<file path="config.mk">
export PLATFORM = sky130hd
export DESIGN_NAME = multi_dac
export DESIGN_NICKNAME = d
export VERILOG_FILES = /design/src/rtl/multi_dac.sv
export SDC_FILE = /design/constraint.sdc
export NUM_CORES = 1
export LEC_CHECK = 0
export CAP_MARGIN = 20
export CELL_PAD_IN_SITES_DETAIL_PLACEMENT = 0
export CELL_PAD_IN_SITES_GLOBAL_PLACEMENT = 2
export CORE_ASPECT_RATIO = 1.75
export CORE_MARGIN = 1
export CORE_UTILIZATION = 41
export DETAILED_ROUTE_END_ITERATION = 12
export PLACE_DENSITY = 0.81
export SYNTH_ARGS = -nofsm -noshare
export SYNTH_HDL_FRONTEND = slang
export SYNTH_SLANG_ARGS = --single-unit
</file>
<file path="constraint.sdc">
create_clock -name CLK -period 2.15 [get_ports CLK]
set_input_delay 0.3225 -clock CLK [delete_from_list [all_inputs] [get_ports CLK]]
set_output_delay 0.3225 -clock CLK [all_outputs]
set_load 0.005 [all_outputs]
</file>
<file path="src/rtl/multi_dac.sv">
// Multi-channel 1-bit DAC (PWM or first-order sigma-delta) with double-buffered codes
// that are applied only on period boundaries, so a running period is never disturbed.
module multi_dac #(
  parameter int WIDTH    = 8,
  parameter int CHANNELS = 2
) (
  input  logic                      CLK,
  input  logic                      Reset_n,
  input  logic [CHANNELS*WIDTH-1:0] DACin,
  input  logic                      Load,
  input  logic                      Mode,
  output logic [CHANNELS-1:0]       DACout,
  output logic                      Pending,
  output logic                      PeriodStart
);

  logic [WIDTH-1:0]          r_cnt;
  logic [CHANNELS*WIDTH-1:0] r_shadow;
  logic [CHANNELS*WIDTH-1:0] r_active;
  logic [WIDTH-1:0]          r_acc [CHANNELS];
  logic                      r_mode;
  logic                      r_pending;
  logic                      r_period_start;
  logic [CHANNELS-1:0]       r_dacout;

  logic                      w_boundary;
  logic                      w_mode_change;
  logic [WIDTH:0]            w_sum [CHANNELS];
  logic [CHANNELS-1:0]       w_pwm;

  assign w_boundary    = (r_cnt == '1);
  assign w_mode_change = w_boundary && (Mode != r_mode);

  // The carry of each sum is the output bit, so the accumulator only keeps the low WIDTH bits.
  always_comb begin
    for (int c = 0; c < CHANNELS; c++) begin
      w_sum[c] = {1'b0, r_acc[c]} + {1'b0, r_active[c*WIDTH +: WIDTH]};
      w_pwm[c] = (r_cnt < r_active[c*WIDTH +: WIDTH]);
    end
  end

  always_ff @(posedge CLK or negedge Reset_n) begin
    if (!Reset_n) begin
      r_cnt          <= '0;
      r_shadow       <= '0;
      r_active       <= '0;
      r_mode         <= 1'b0;
      r_pending      <= 1'b0;
      r_period_start <= 1'b0;
      r_dacout       <= '0;
      for (int c = 0; c < CHANNELS; c++) begin
        r_acc[c] <= '0;
      end
    end else begin
      r_cnt          <= r_cnt + 1'b1;
      r_period_start <= (r_cnt == '0);

      if (w_boundary && r_pending) begin
        r_active <= r_shadow;
      end
      // A Load on the boundary cycle refills the shadow, so Pending stays set.
      if (Load) begin
        r_shadow  <= DACin;
        r_pending <= 1'b1;
      end else if (w_boundary) begin
        r_pending <= 1'b0;
      end

      if (w_boundary) begin
        r_mode <= Mode;
      end

      for (int c = 0; c < CHANNELS; c++) begin
        if (w_mode_change) begin
          r_acc[c] <= '0;
        end else if (r_mode) begin
          r_acc[c] <= w_sum[c][WIDTH-1:0];
        end
        r_dacout[c] <= r_mode ? w_sum[c][WIDTH] : w_pwm[c];
      end
    end
  end

  assign DACout      = r_dacout;
  assign Pending     = r_pending;
  assign PeriodStart = r_period_start;

endmodule

</file>
==> metrics.md, run 1 <==
| Metric | Value |
|---|---|
| Top cell type's share of synthesized area | between 40 and 50% |
| Area leader, netlist | dfrtp_1 |
| DP Worst Slack | 0.06169 ns |
| Worst-case reg-to-reg path depth | 7 |
| Setup Total Neg Slack | 0 ns |
| Worst Path Required | around 2.4 ns |
| Routed length per instance | 16.88 µm |
| Fraction of layout instances using a drive strength above 1 | 22.07% |
| Final Cycle Share | 94.93% |
| Critical path's top delay family | compound AO/OA/AOI/OAI gates |
| Tot GR Track Use | between 10% and 20% |
| Clock buffer depth | 2 |
| Die area | 0.008252 mm² |
| Sink Count | 61 |
| Die H | 119.4 µm |
| Largest net degree at the start of global routing | 23 |
| Number of I/O pins | 24 |
| CTS tree | yes |
| CP arrival | 2.26 ns |
| H-tree depth | 3 |
| Clock transition at path regs | 0.05 ns |
| Total power | 2717 µW |
| Fin. max-slew vios | 0 |
| Post-DP HPWL | 4771 µm |
| P&R area growth vs syn | 21.07% |
| VDD IR max | 0.0003737 V |
| Core ar. | 0.007620 mm² |
| Worst path bufs/invs | 0 |
| Remaining antenna violation count | 0 |
| Synth unique cells | 38 |
| Final setup margin | 0.1091 ns |
| Final net count | 348 |
| Initial Utilization | 42.40% |
| Kind of critical path | reg2reg |
| Synth Register Bits | 61 |
| Mapped Nets | 310 |
| Crit path max fanout | 3 |
| First-pass GRT wire length | 11,370 µm |
| GP Congestion | 0.7788 |
| Post-Route WL | between 6000 and 7000 µm |
| Row count | 42 |
| RSZ-0062 raised after global routing | false |
| Outcome | complete, no violations |
| Critical path's slowest cell | fa_1 |
| Leakage | 0.001945 µW |
| Average cell area after synthesis | 12.62 µm² |
| Synth warn | 0 |
| Fmax | 490.0 MHz |
| Crit-path max cell delay | 0.42 ns |
| Inst Count DP | 370 |
| Worst-Skew Late Latency | 0.33 ns |
| Max cap viols | 0 |
| Die W | 69.10 µm |
| Final Hold Viols | 0 |
| N_diodes | 0 |
| Synth Instances | 256 |
| Sequential element share of the synthesized area | 47.25% |
| Final cell count without fillers | 387 |
| Rel. slew slack | 38.35% |
| Minimum clock period | 2.041 ns |
| CP endpoint kind | flip-flop |
| Antenna violations before repair | 0 |
| Post-Syn Area | 0.003231 mm² |
| Number of port buffers | 23 |
| # DRC | 0 |
| WP depth | 7 |
| Pwr Density | 694.7 mW/mm² |
| DR vias/cell | 5.488 |
| Dominant cells by area after synthesis | dfrtp_1, ha_1, mux2_2 |
| Root buf cell | clkbuf_16 |
| Final setup viols | 0 |
| Gr ovfl total | 0 |
| Pre-Repair DR Iteration Count | 4 |
| Startpoint Class | flip-flop |
| Worst clock skew | 0.006751 ns |
| Fin util | between 50% and 60% |
| Fillers | 678 |
| HP Class | in2async |
| Worst slew pin tran | 0.9248 ns |
| Starting DRC count in detailed routing | 57 |
| Vias after detailed routing | 2,124 |
| Vias in the first global route | around 2,400 |
| CTS buffer count | 9 |
| CP Cell Sequence | ha_1, fa_1, a211o_1, o211ai_1, a21oi_2, xor2_1, a22o_1 |
==> cells in the final DEF (no fill, tap or decap), types with 4 or more instances in the layout <==
| cell | count |
|---|---|
| a22o_1 | 14 |
| clkbuf_16 | 9 |
| a21oi_1 | 4 |
| mux2_4 | 10 |
| o21ai_0 | 6 |
| dfrtp_1 | 61 |
| a211oi_1 | 6 |
| mux2_2 | 22 |
| a211o_1 | 4 |
| clkdlybuf4s50_1 | 22 |
| nand2_1 | 7 |
| inv_1 | 16 |
| xor2_1 | 9 |
| buf_4 | 8 |
| nor2_1 | 5 |
| a21o_1 | 7 |
| o21a_1 | 5 |
| ha_1 | 32 |
| nand3_1 | 6 |
| xnor2_1 | 7 |
==> worst reg2reg max path: stages (launching register included) <==
cell and delay [ns]:
dfrtp_1 0.39, ha_1 0.24, fa_1 0.42, a211o_1 0.29, o211ai_1 0.15, a21oi_2 0.11
xor2_1 0.15, a22o_1 0.19
==> cell type report <==
class,instances,area [µm²],area share (%)
Sequential cell,61,1526,39.03
Clock inverter,4,47.55,1.216
Multi-Input combinational cell,174,1625,41.55
Clock buffer,12,246.5,6.302
Inverter,16,60.06,1.536
Timing Repair Buffer,32,295.3,7.550
Tap cell,88,110.1,2.815
==> flip-flops by register name, indices dropped and copies added, names as in the netlist <==
register,count
r_active,16
Pending,1
PeriodStart,1
r_acc,16
r_mode,1
r_shadow,16
r_cnt,8
DACout,2
==> repair_timing <==
item                       CTS  global route
resized for setup            0             3
hold endpoints to repair    19             0
hold buffers                 1             0
setup endpoints to repair    0             2
buffers inserted             0             0
==> cell families after synthesis <==
| group | Yosys count | synth area share [%] |
|---|---|---|
| compound gates | 61 | 14.29 |
| xor+xnor | 16 | 4.338 |
| fa+ha+maj | 34 | 13.63 |
| buf+inv | 21 | 2.750 |
| flops | 61 | 47.25 |
| mux | 32 | 12.32 |
| simple gates | 31 | 5.423 |
==> final timing paths <==
kind / end / slack (ns) / from
max: r_acc[14] / 0.11 / r_active[0]
min: r_acc[4] / 0.48 / Reset_n
max reg2reg: r_acc[14] / 0.11 / r_active[0]
min reg2reg: r_active[5] / 0.50 / r_shadow[5]
max in group asynchronous: r_acc[13] / 1.01 / Reset_n
min in group CLK: r_active[5] / 0.50 / r_shadow[5]
==> routing by layer <==
layer	track usage, %	routed length (µm)	vias up
met5	0	0	-
met4	9.184	138	0
met3	3.807	123	12
met2	34.28	3799	23
met1	18.41	2470	1069
li1	-	-	1020
==> cells in the mapped netlist (all sizes together) <==
| cell type | n |
|---|---|
| a211o | 4 |
| a211oi | 6 |
| a21o | 7 |
| a21oi | 7 |
| a22o | 14 |
| a31o | 2 |
| a31oi | 2 |
| a32o | 2 |
| and3 | 1 |
| and4 | 2 |
| buf | 4 |
| clkbuf | 1 |
| dfrtp | 61 |
| fa | 2 |
| ha | 32 |
| inv | 16 |
| mux2 | 32 |
| nand2 | 8 |
| nand2b | 2 |
| nand3 | 7 |
| nor2 | 6 |
| nor3 | 3 |
| nor4 | 1 |
| o2111ai | 2 |
| o211ai | 2 |
| o21a | 5 |
| o21ai | 6 |
| o2bb2ai | 2 |
| or4b | 1 |
| xnor2 | 7 |
| xor2 | 9 |
==> stage by stage <==
step	instance area, µm²	hold slack, ns
5_1_grt	3911	0.5138
3_5_place_dp	3597	0.3112
2_1_floorplan	3231	0.02691
4_1_cts	3901	0.4914
6_report	3911	0.4831
3_3_place_gp	3597	0.3063
==> where the power goes <==
part / switching, µW / internal (µW)
Clock: 498 / 924
Sequential: 14.8 / 1180
Combinational: 40.5 / 60.8
(Power assumes the default switching activity.)
==> inputs of run 2 (changes only) <==
--- a/config.mk
+++ b/config.mk
@@ -10,9 +10,9 @@
 export CELL_PAD_IN_SITES_GLOBAL_PLACEMENT = 2
 export CORE_ASPECT_RATIO = 1.75
 export CORE_MARGIN = 1
-export CORE_UTILIZATION = 41
+export CORE_UTILIZATION = 40
 export DETAILED_ROUTE_END_ITERATION = 12
-export PLACE_DENSITY = 0.81
+export PLACE_DENSITY_LB_ADDON = 0.1
 export SYNTH_ARGS = -nofsm -noshare
 export SYNTH_HDL_FRONTEND = slang
 export SYNTH_SLANG_ARGS = --single-unit
==> run 2 against run 1 <==
Against the previous run: die area increased by 2.4%; clock power decreased by 8%; highest routed layer unchanged; count of clock-buffer cells in the layout increased by 3; clock skew decreased by 0.0013 ns; total power decreased by 3.9%; core utilization decreased by 1.4 points; final cell count increased by 0.78%; sequential cell count unchanged.
==> metrics.md, run 2 (synthesized netlist as in run 1, its figures left out) <==
| Metric | Value |
|---|---|
| DR vias/cell | ~5.4 |
| Number of port buffers | 23 |
| Vias in the first global route | 2,302 |
| Final Cycle Share | 95.99% |
| Final setup viols | 0 |
| N_diodes | 0 |
| Rel. slew slack | 33.40% |
| Register-to-register setup slack | between 0.08 and 0.09 ns |
| Tot GR Track Use | 18.14% |
| Sink Count | 61 |
| H-tree depth | 3 |
| Die area | roughly 0.0085 mm² |
| Final cell count without fillers | 390 |
| Grt met3 use | 4.568% |
| Multi-input gate area | 0.001622 mm² |
| Worst slew pin tran | 0.9990 ns |
| Fillers | around 700 |
| # DRC | 0 |
| Post-Route WL | 6812 µm |
| Worst flop-to-flop path startpoint | r_active[8] |
| Fin util | 49.92% |
| VDD IR max | 0.0004190 V |
| Worst clock skew | 0.005405 ns |
| Row count | 43 |
| Psw | ~530 µW |
| Most frequent cells in the layout | dfrtp_1, ha_1, mux2_2, clkdlybuf4s50_1, inv_1 |
| Crit Reg-Reg Endpoint | r_acc[6] |
| Worst Path Required | 2.37 ns |
| M2 GR Usage | between 30 and 40% |
| Inst Count DP | roughly 370 |
| Routed length per instance | 17.47 µm |
| Leakage | 0.001951 µW |
| Clock share of power | 50.2% |
| Sw Share | around a fifth |
| Flop pwr share | 45.8% |
| GP Congestion | 0.7759 |
| Crit path max fanout | 3 |
| Final hold slack | 0.4666 ns |
| P&R area growth vs syn | 21.38% |
| Clock buffer depth | 2 |
| Fin. max-slew vios | 0 |
| Pwr Density | ~670 mW/mm² |
| Max cap viols | 0 |
| First-pass GRT wire length | 11,410 µm |
| Clock transition at path regs | 0.05 ns |
| Final net count | between 300 and 400 |
| Core ar. | 0.007855 mm² |
| Startpoint Class | flip-flop |
| CP arrival | 2.28 ns |
| Reg area | 0.001526 mm² |
| Starting DRC count in detailed routing | 71 |
| CP endpoint kind | flip-flop |
| Fmax | about 480 MHz |
| HP Class | in2async |
| Largest net degree at the start of global routing | 27 |
| Outcome | complete, no violations |
| Pre-Repair DR Iteration Count | 4 |
| CTS buffer count | 9 |
| M1 GR Usage | 18.83% |
| Final Hold Viols | 0 |
| Remaining antenna violation count | 0 |
| Antenna violations before repair | 0 |
| Root buf cell | clkbuf_16 |
| Largest registers | r_acc (16), r_active (16), r_shadow (16) |
| Fraction of layout instances using a drive strength above 1 | 21.33% |
| Most common cell after layout, fill and taps aside | dfrtp_1 |
| RSZ-0062 raised after global routing | false |
| Setup Total Neg Slack | 0 ns |
| Cell Int Power | 2084 µW |
| Worst-Skew Late Latency | 0.33 ns |
| Post-DP HPWL | between 4000 and 5000 µm |
| Initial Utilization | 41.13% |
| Die H | 120.9 µm |
| Vias after detailed routing | 2,093 |
| Postcts setup bufs | 0 |
| Gr busiest metal | met2 |
| Kind of critical path | reg2reg |
| CTS tree | yes |
| Gr ovfl total | 0 |
| Worst-case reg-to-reg path depth | 7 |
| Minimum clock period | approximately 2.1 ns |
| Number of I/O pins | 24 |
| Die W | 69.94 µm |
| Combinational share of power | roughly 4.0% |
run 2: cell count changes in the layout (fill, tap and decap cells not counted), sizes merged:
cell,previous run,this run
bufinv,1,0
clkbuf,12,15
clkinv,2,1
buf,9,10
clkinvlp,1,0
run 2: final cells by class:
| type | count | area share (%) |
|---|---|---|
| Sequential cell | 61 | 38.93 |
| Clock buffer | 15 | 6.828 |
| Multi-Input combinational cell | 174 | 41.35 |
| Clock inverter | 1 | 0.1276 |
| Inverter | 16 | 1.532 |
| Timing Repair Buffer | 33 | 8.360 |
| Tap cell | 90 | 2.872 |
run 2: power by group through the flow:
stage	registers [µW]	logic (µW)	clock network [µW]
6_report	1200	105	1310
4_1_cts	1200	109	1370
3_5_place_dp	1210	107	0
5_1_grt	1200	116	1410
2_1_floorplan	1210	37.3	0
3_3_place_gp	1210	104	0
run 2: stage by stage:
step | total power [µW] | setup WS [ns] | area (µm²)
6_report | 2611 | 0.08628 | 3921
4_1_cts | 2670 | 0.03655 | 3915
2_1_floorplan | 1247 | 0.2180 | 3231
5_1_grt | 2720 | 0.01287 | 3921
3_3_place_gp | 1318 | 0.05943 | 3632
3_5_place_dp | 1322 | 0.04300 | 3632
run 2: how the worst max path moves through the flow:
| stage | slack [ns] | start | cells after the start | end |
|---|---|---|---|---|
| floorplan | 0.22 | r_active[8] | 7 | r_acc[6] |
| global placement | 0.06 | r_active[8] | 7 | r_acc[6] |
| detailed placement | 0.04 | r_active[8] | 7 | r_acc[6] |
| CTS | 0.04 | r_active[8] | 7 | r_acc[6] |
| global route | 0.01 | r_active[8] | 7 | r_acc[6] |
| finish | 0.09 | r_active[8] | 7 | r_acc[6] |
run 2: routing by layer:
layer | vias up | wire [µm]
met5 | - | 0
met4 | 0 | 125
met3 | 10 | 166
met2 | 23 | 3905
met1 | 1038 | 2615
li1 | 1022 | -
run 2: timing repair:
| item | CTS | global route |
|---|---|---|
| hold buffers | 1 | 0 |
| endpoints found under the hold margin | 15 | 0 |
| endpoints found under the setup margin | 0 | 2 |
| gates resized for setup | 0 | 2 |
run 2: worst max-delay path, stage by stage, from the launching register on:
cell      delay (ns)
dfrtp_1         0.39
ha_1            0.23
fa_1            0.43
a211o_1         0.28
o211ai_1        0.17
a21oi_2         0.12
xor2_1          0.15
a22o_1          0.19
